## src/rtl/inst_fetch_pkg.sv

```systemverilog
`default_nettype none
// ============================================================================
// Module   : inst_fetch_pkg
// Purpose  : Shared types for the instruction-fetch stage: FSM state
//            encodings, the default-width prefetch-queue entry and a helper
//            that widens the state to the 3-bit debug port.
// Ports    : none (package)
// Revision : 1.0 - initial release
// ============================================================================
package inst_fetch_pkg;

    localparam int unsigned c_DEF_AW   = 16;
    localparam int unsigned c_DEF_IW   = 32;
    localparam int unsigned c_ESTADO_W = 3;

    typedef enum logic [1:0] {
        S_INIT  = 2'd0,
        S_IDLE  = 2'd1,
        S_FETCH = 2'd2,
        S_DRAIN = 2'd3
    } state_t;

    // Queue entry at the default widths; the fetch stage declares the same
    // layout locally so that it follows its own AW/IW parameters.
    typedef struct packed {
        logic [c_DEF_IW-1:0] instr;
        logic [c_DEF_AW-1:0] npc;
    } fq_entry_t;

    function automatic logic [c_ESTADO_W-1:0] estado_of(input state_t s);
        return {1'b0, s};
    endfunction

endpackage
`default_nettype wire

```

## src/rtl/inst_fetch_q_fetch_queue.sv

```systemverilog
`default_nettype none
// ============================================================================
// Module   : fetch_queue
// Purpose  : Synchronous FIFO with flush, occupancy count and combinational
//            head read (reads zero when empty).
// Ports    : clk_i, rst_i   - clock, synchronous active-high reset
//            flush_i        - empties the queue; cancels push/pop this cycle
//            push_i/wdata_i - write request and data
//            pop_i          - remove head (ignored when empty)
//            rdata_o        - head entry, zero when empty
//            count_o        - number of valid entries
// Revision : 1.0 - initial release
// ============================================================================
module fetch_queue #(
    parameter int unsigned WIDTH = 48,
    parameter int unsigned DEPTH = 4
) (
    input  logic                         clk_i,
    input  logic                         rst_i,
    input  logic                         flush_i,
    input  logic                         push_i,
    input  logic [WIDTH-1:0]             wdata_i,
    input  logic                         pop_i,
    output logic [WIDTH-1:0]             rdata_o,
    output logic [$clog2(DEPTH+1)-1:0]   count_o
);

    localparam int unsigned c_PW = $clog2(DEPTH);
    localparam int unsigned c_CW = $clog2(DEPTH+1);

    logic [WIDTH-1:0] mem_q [DEPTH];
    logic [c_PW-1:0]  rd_ptr_q;
    logic [c_PW-1:0]  wr_ptr_q;
    logic [c_CW-1:0]  count_q;
    logic             w_push;
    logic             w_pop;

    assign w_push = push_i & ~flush_i;
    assign w_pop  = pop_i & ~flush_i & (count_q != '0);

    // DEPTH is a power of two, so pointer increments wrap by themselves.
    always_ff @(posedge clk_i) begin
        if (rst_i || flush_i) begin
            rd_ptr_q <= '0;
            wr_ptr_q <= '0;
            count_q  <= '0;
        end else begin
            if (w_push) wr_ptr_q <= wr_ptr_q + c_PW'(1);
            if (w_pop)  rd_ptr_q <= rd_ptr_q + c_PW'(1);
            case ({w_push, w_pop})
                2'b10:   count_q <= count_q + c_CW'(1);
                2'b01:   count_q <= count_q - c_CW'(1);
                default: count_q <= count_q;
            endcase
        end
    end

    always_ff @(posedge clk_i) begin
        if (w_push) mem_q[wr_ptr_q] <= wdata_i;
    end

    assign rdata_o = (count_q == '0) ? '0 : mem_q[rd_ptr_q];
    assign count_o = count_q;

endmodule
`default_nettype wire

```

## src/rtl/inst_fetch_q.sv

```systemverilog
`default_nettype none
// ============================================================================
// Module   : inst_fetch_q
// Purpose  : Instruction-fetch stage. One outstanding req/ack transaction to
//            instruction memory, DEPTH-entry prefetch queue toward decode,
//            branch redirect with flush.
// Ports    : CLK, RST          - clock, synchronous active-high reset
//            COND, ULA         - taken-branch strobe and target
//            MEM_REQ/MEM_ADDR  - memory request and fetch address
//            MEM_ACK/MEM_OUT   - memory acknowledge and instruction data
//            IR, NPC, IR_VALID - head instruction, its address + PC_INC
//            IR_READY          - decode accepts the head
//            ESTADO            - current FSM state (debug)
// Revision : 1.0 - initial release
// ============================================================================
module inst_fetch_q
    import inst_fetch_pkg::*;
#(
    parameter int unsigned   AW       = c_DEF_AW,
    parameter int unsigned   IW       = c_DEF_IW,
    parameter int unsigned   DEPTH    = 4,
    parameter int unsigned   PC_INC   = 4,
    parameter logic [AW-1:0] RESET_PC = '0
) (
    input  logic                  CLK,
    input  logic                  RST,
    input  logic                  COND,
    input  logic [AW-1:0]         ULA,
    output logic                  MEM_REQ,
    output logic [AW-1:0]         MEM_ADDR,
    input  logic                  MEM_ACK,
    input  logic [IW-1:0]         MEM_OUT,
    output logic [IW-1:0]         IR,
    output logic [AW-1:0]         NPC,
    output logic                  IR_VALID,
    input  logic                  IR_READY,
    output logic [c_ESTADO_W-1:0] ESTADO
);

    localparam int unsigned c_CW = $clog2(DEPTH+1);
    localparam int unsigned c_EW = IW + AW;

    typedef struct packed {
        logic [IW-1:0] instr;
        logic [AW-1:0] npc;
    } entry_t;

    state_t          state_q, state_d;
    logic [AW-1:0]   pc_q, pc_d;
    logic [AW-1:0]   addr_q, addr_d;
    logic [AW-1:0]   tgt_q, tgt_d;
    logic            req_q, req_d;

    logic [AW-1:0]   w_pc_inc;
    logic [AW-1:0]   w_target;
    logic            w_push;
    logic            w_pop;
    logic [c_CW-1:0] w_count;
    logic [c_CW-1:0] w_count_after;
    logic            w_room;
    entry_t          w_wr_entry;
    entry_t          w_head;

    assign w_pc_inc = pc_q + AW'(PC_INC);
    // Only S_DRAIN uses this: a fresh COND overrides the latched target.
    assign w_target = COND ? ULA : tgt_q;

    // Data acknowledged together with a redirect is stale and never queued.
    assign w_push = (state_q == S_FETCH) & MEM_ACK & ~COND;
    assign w_pop  = IR_VALID & IR_READY;

    // Occupancy after this edge decides whether another request may start,
    // which keeps every outstanding request guaranteed a free slot.
    assign w_count_after = w_count + {{(c_CW-1){1'b0}}, w_push}
                                   - {{(c_CW-1){1'b0}}, w_pop};
    assign w_room        = (w_count_after < c_CW'(DEPTH));

    assign w_wr_entry.instr = MEM_OUT;
    assign w_wr_entry.npc   = w_pc_inc;

    fetch_queue #(
        .WIDTH (c_EW),
        .DEPTH (DEPTH)
    ) u_queue (
        .clk_i   (CLK),
        .rst_i   (RST),
        .flush_i (COND),
        .push_i  (w_push),
        .wdata_i (w_wr_entry),
        .pop_i   (w_pop),
        .rdata_o (w_head),
        .count_o (w_count)
    );

    always_ff @(posedge CLK) begin
        if (RST) begin
            state_q <= S_INIT;
            pc_q    <= RESET_PC;
            addr_q  <= '0;
            tgt_q   <= '0;
            req_q   <= 1'b0;
        end else begin
            state_q <= state_d;
            pc_q    <= pc_d;
            addr_q  <= addr_d;
            tgt_q   <= tgt_d;
            req_q   <= req_d;
        end
    end

    always_comb begin
        state_d = state_q;
        pc_d    = pc_q;
        addr_d  = addr_q;
        tgt_d   = tgt_q;
        req_d   = req_q;
        case (state_q)
            S_INIT, S_IDLE: begin
                if (COND) begin
                    pc_d    = ULA;
                    addr_d  = ULA;
                    req_d   = 1'b1;
                    state_d = S_FETCH;
                end else if ((state_q == S_INIT) || w_room) begin
                    addr_d  = pc_q;
                    req_d   = 1'b1;
                    state_d = S_FETCH;
                end
            end
            S_FETCH: begin
                if (COND && MEM_ACK) begin
                    pc_d   = ULA;
                    addr_d = ULA;
                end else if (COND) begin
                    // Request still in flight: finish it before redirecting.
                    tgt_d   = ULA;
                    state_d = S_DRAIN;
                end else if (MEM_ACK) begin
                    pc_d = w_pc_inc;
                    if (w_room) begin
                        addr_d = w_pc_inc;
                    end else begin
                        req_d   = 1'b0;
                        state_d = S_IDLE;
                    end
                end
            end
            S_DRAIN: begin
                tgt_d = w_target;
                if (MEM_ACK) begin
                    pc_d    = w_target;
                    addr_d  = w_target;
                    state_d = S_FETCH;
                end
            end
            default: begin
                req_d   = 1'b0;
                state_d = S_INIT;
            end
        endcase
    end

    assign MEM_REQ  = req_q;
    assign MEM_ADDR = addr_q;
    assign IR       = w_head.instr;
    assign NPC      = w_head.npc;
    assign IR_VALID = (w_count != '0);
    assign ESTADO   = estado_of(state_q);

endmodule
`default_nettype wire

```

## config.mk

```make
export PLATFORM = sky130hd
export DESIGN_NAME = inst_fetch_q
export DESIGN_NICKNAME = d
export VERILOG_FILES = /design/src/rtl/inst_fetch_pkg.sv /design/src/rtl/inst_fetch_q_fetch_queue.sv /design/src/rtl/inst_fetch_q.sv
export SDC_FILE = /design/constraint.sdc
export NUM_CORES = 1
export LEC_CHECK = 0
export CAP_MARGIN = 20
export CORE_MARGIN = 1
export CORE_UTILIZATION = 54
export CTS_BUF_LIST = sky130_fd_sc_hd__clkbuf_4 sky130_fd_sc_hd__clkbuf_8 sky130_fd_sc_hd__clkbuf_16
export DETAILED_ROUTE_END_ITERATION = 7
export PLACE_DENSITY = 0.77
export SLEW_MARGIN = 0
export SYNTH_ARGS = -nofsm -noshare
export SYNTH_HDL_FRONTEND = slang
export SYNTH_SLANG_ARGS = --single-unit
```

## constraint.sdc

```tcl
create_clock -name CLK -period 4.2 [get_ports CLK]
set_clock_uncertainty 0.2 [all_clocks]
set_input_delay 0.84 -clock CLK [delete_from_list [all_inputs] [get_ports CLK]]
set_output_delay 0.84 -clock CLK [all_outputs]
set_load 0.02 [all_outputs]
```

==> impl_metrics.toml <==
[place]
dp_cells = 1098
hpwl_mm = 15.7
gp_congestion = 0.938
portBuffers = 120

[min_path]
whs_path_depth = 2
hold_class = "reg2reg"
min_to = "tgt_q[5]"
hp-start = "tgt_q[5]"

[grt]
overflow = 0
antenna_found_initial = 1
grtUsageTotal_pct = 23.9
grt-busiest-layer = "met2"
grt_max_degree = 50
use_met1_pct = 31.5
grt_pass1_wl_mm = 37.4
grt_use_met2_pct = 40.5
grt_pass1_vias = 6915
use_met3_pct = 3.79

[floorplan]
core_area_mm2 = 0.0195
die-area_mm2 = 0.0205
chipHeight_um = 143
start_util_pct = 55.2
row_count = 51
io_pins = 122
die_w_um = 143

[synth]
synth_area_leaders = "edfxtp_1 (53%), dfxtp_1 (11%), mux4_2 (10%)"
synthAdderAreaFrac_pct = 1.11
synthSimpleGateAreaFrac_pct = 9.27
synth.distinct_cells = 66
synth_top_family_by_area = "multiplexers"
avgSynthCellArea_um2 = 14.5
synth_compound_area_share_pct = 8.62
yosysTopAreaCell = "edfxtp_1"
synth_xor_area_share_pct = 1.54
synthFlopType = "edfxtp_1"
synth.most_common_cell = "edfxtp_1"
syn_area_mm2 = 0.0108
synth_edf_count = 192
ys_warn_count = 0
ys_ff_latch = 252
yosys.area.top_type_share_pct = 53.5
synthMuxAreaShare_pct = 12.2
syn-num-nets = 806
synth_common_cells = "edfxtp_1 (192), nand2_1 (61), dfxtp_1 (60)"
syn_inst = 744
async_reset_ff_share_pct = 0
ys_seq_area_share_pct = 64.6

[setup_path]
slowest_delay_ns = 0.57
r2r_slack_ns = 0.94
worstSetupPathType = "reg2out"
critical_path.cell_chain = "buf_4, mux4_2, and2_1, clkdlybuf4s50_1"
worstReg2RegStart = "u_queue.count_o[2]"
critPathRequiredTime_ns = 3.16
crit_arrival_ns = 2.59
reg2regPathDepth = 11
path_max_fanout = 48
cp_top_family = "buffers and inverters"
start_kind = "register"
crit_path_end_kind = "output port"
crit_buf_inv = 2
slowest_stage = "clkdlybuf4s50_1"
r2r-end = "MEM_ADDR[4]"

[detailed_routing]
antenna_left = 0
finalWirelength_mm = 24.2
drt_iter0_drc = 541
first_pass_iters = 5
routed_via_density = 5.96
wl_per_cell_um = 21.1
remaining_drc_errors = 0
via_count = 6836

[clocking]
clk_pin_slew_ns = 0.06
cts-root-buf = "clkbuf_16"
cts_setup_buffers = 0
cts_buffer_depth = 3
htreeDepth = 1
clk_latency_ns = 0.52
cts_tree = "yes"
cts_resized = 0
clock-sinks = 252
cts_buffers = 26
hold_buffers = 0

[sta]
slew_violations = 0
hold_violations = 0
relSlewSlack_pct = 51.8
min_period_ns = 3.63
setup_viol = 0
max_freq_mhz = 276
setup_tns_ns = 0
tightest_slew_ns = 0.723
rsz0062_at_grt = "no"
final.period_utilization_pct = 86.3

[run_status]
status = "finished clean"

[pwr]
power-per-cell-area_mw_per_mm2 = 417
ir_drop_mv = 0.255
leakage_nw = 4.37

[layout]
drive_gt1_share_pct = 16.2
stdcell_count = 1147
num-nets-final = 923
synthToLayoutAreaGrowth_pct = 22.0

[run]
max-cap-violations = 0
[registers in the layout, summed over array words and instances, names as in the netlist, named ones only]
name	flops
u_queue.mem_q	192
MEM_ADDR	16
pc_q	16
tgt_q	16
u_queue.count_o	3
state_q	2
u_queue.rd_ptr_q	2
u_queue.wr_ptr_q	2
MEM_REQ	1
[kinds of logic (layout without fill, tap and decap cells)]
| kind of cell | after synthesis | in the layout |
|---|---|---|
| AND/OR/NAND/NOR | 187 | 187 |
| flip-flops | 252 | 252 |
| other | 1 | 2 |
| adder cells (fa/ha/maj) | 9 | 9 |
| XOR/XNOR | 19 | 19 |
| multiplexers | 70 | 70 |
| AO/OA/AOI/OAI | 142 | 142 |
| buffers and inverters | 64 | 201 |
[area by class of cell]
class	instances	area, um2
Clock inverter	13	123
Sequential cell	252	6970
Tap cell	265	332
Multi-Input combinational cell	428	3540
Inverter	16	60.1
Fill cell	1344	6370
Timing Repair Buffer	137	1370
Clock buffer	35	754
Antenna cell	1	2.50
[worst max path at each step]
stage                     cells after the start  slack (ns)           end
after detailed placement                     12        0.43   MEM_ADDR[2]
after global routing                          4        0.50        NPC[5]
after CTS                                     4        0.56        NPC[4]
after floorplan                              14        0.50   MEM_ADDR[0]
after global placement                       12        0.51  MEM_ADDR[13]
final                                         4        0.57        NPC[4]
[layout by cell type, fill, tap and decap left out, types with 7 or more instances in the layout]
master           count
clkinv_2             7
xnor2_1              9
dfxtp_1             58
nand3_1              7
xor2_1              10
clkdlybuf4s50_1    119
buf_4               13
nor2_1              22
a21oi_1             48
mux2_2               8
clkbuf_16           27
a31oi_1              8
inv_1               15
mux4_2              48
o21ai_0             25
edfxtp_1           192
and2_1              49
nand2_1             61
ha_1                 8
a311oi_1            10
a221oi_1             8
mux2i_1             14
[stage by stage]
step	total power (W)	setup slack, ns	utilization, %	instance area [um2]	hold WS, ns
after detailed placement	0.00323	0.431	62.9	12300	0.254
final	0.00548	0.574	67.4	13200	0.259
after floorplan	0.00304	0.498	-	10800	0.234
after global routing	0.00565	0.502	67.3	13200	0.278
after global placement	0.00322	0.507	62.9	12300	0.241
after CTS	0.00552	0.564	67.3	13200	0.263
[layer usage]
| layer | share of wire, % | wire length (um) |
|---|---|---|
| met5 | 0 | 0 |
| met4 | 2.3 | 556 |
| met3 | 7.7 | 1850 |
| met2 | 50 | 12000 |
| met1 | 40 | 9770 |
[power by group]
| part | leakage, nW | internal [W] | switching [W] |
|---|---|---|---|
| Clock | 0.439 | 0.00139 | 0.000912 |
| Combinational | 1.70 | 0.000178 | 0.000225 |
| Sequential | 2.23 | 0.00274 | 0.0000455 |
| Total | 4.37 | 0.00430 | 0.00118 |
[tightest hold or removal path, delay by kind of cell, from the launching register on]
kind	cells	cell delay, ns
AO/OA/AOI/OAI	1	0.06
AND/OR/NAND/NOR	1	0.05
flip-flops	1	0.31
Power figures use the tool's default switching activity.
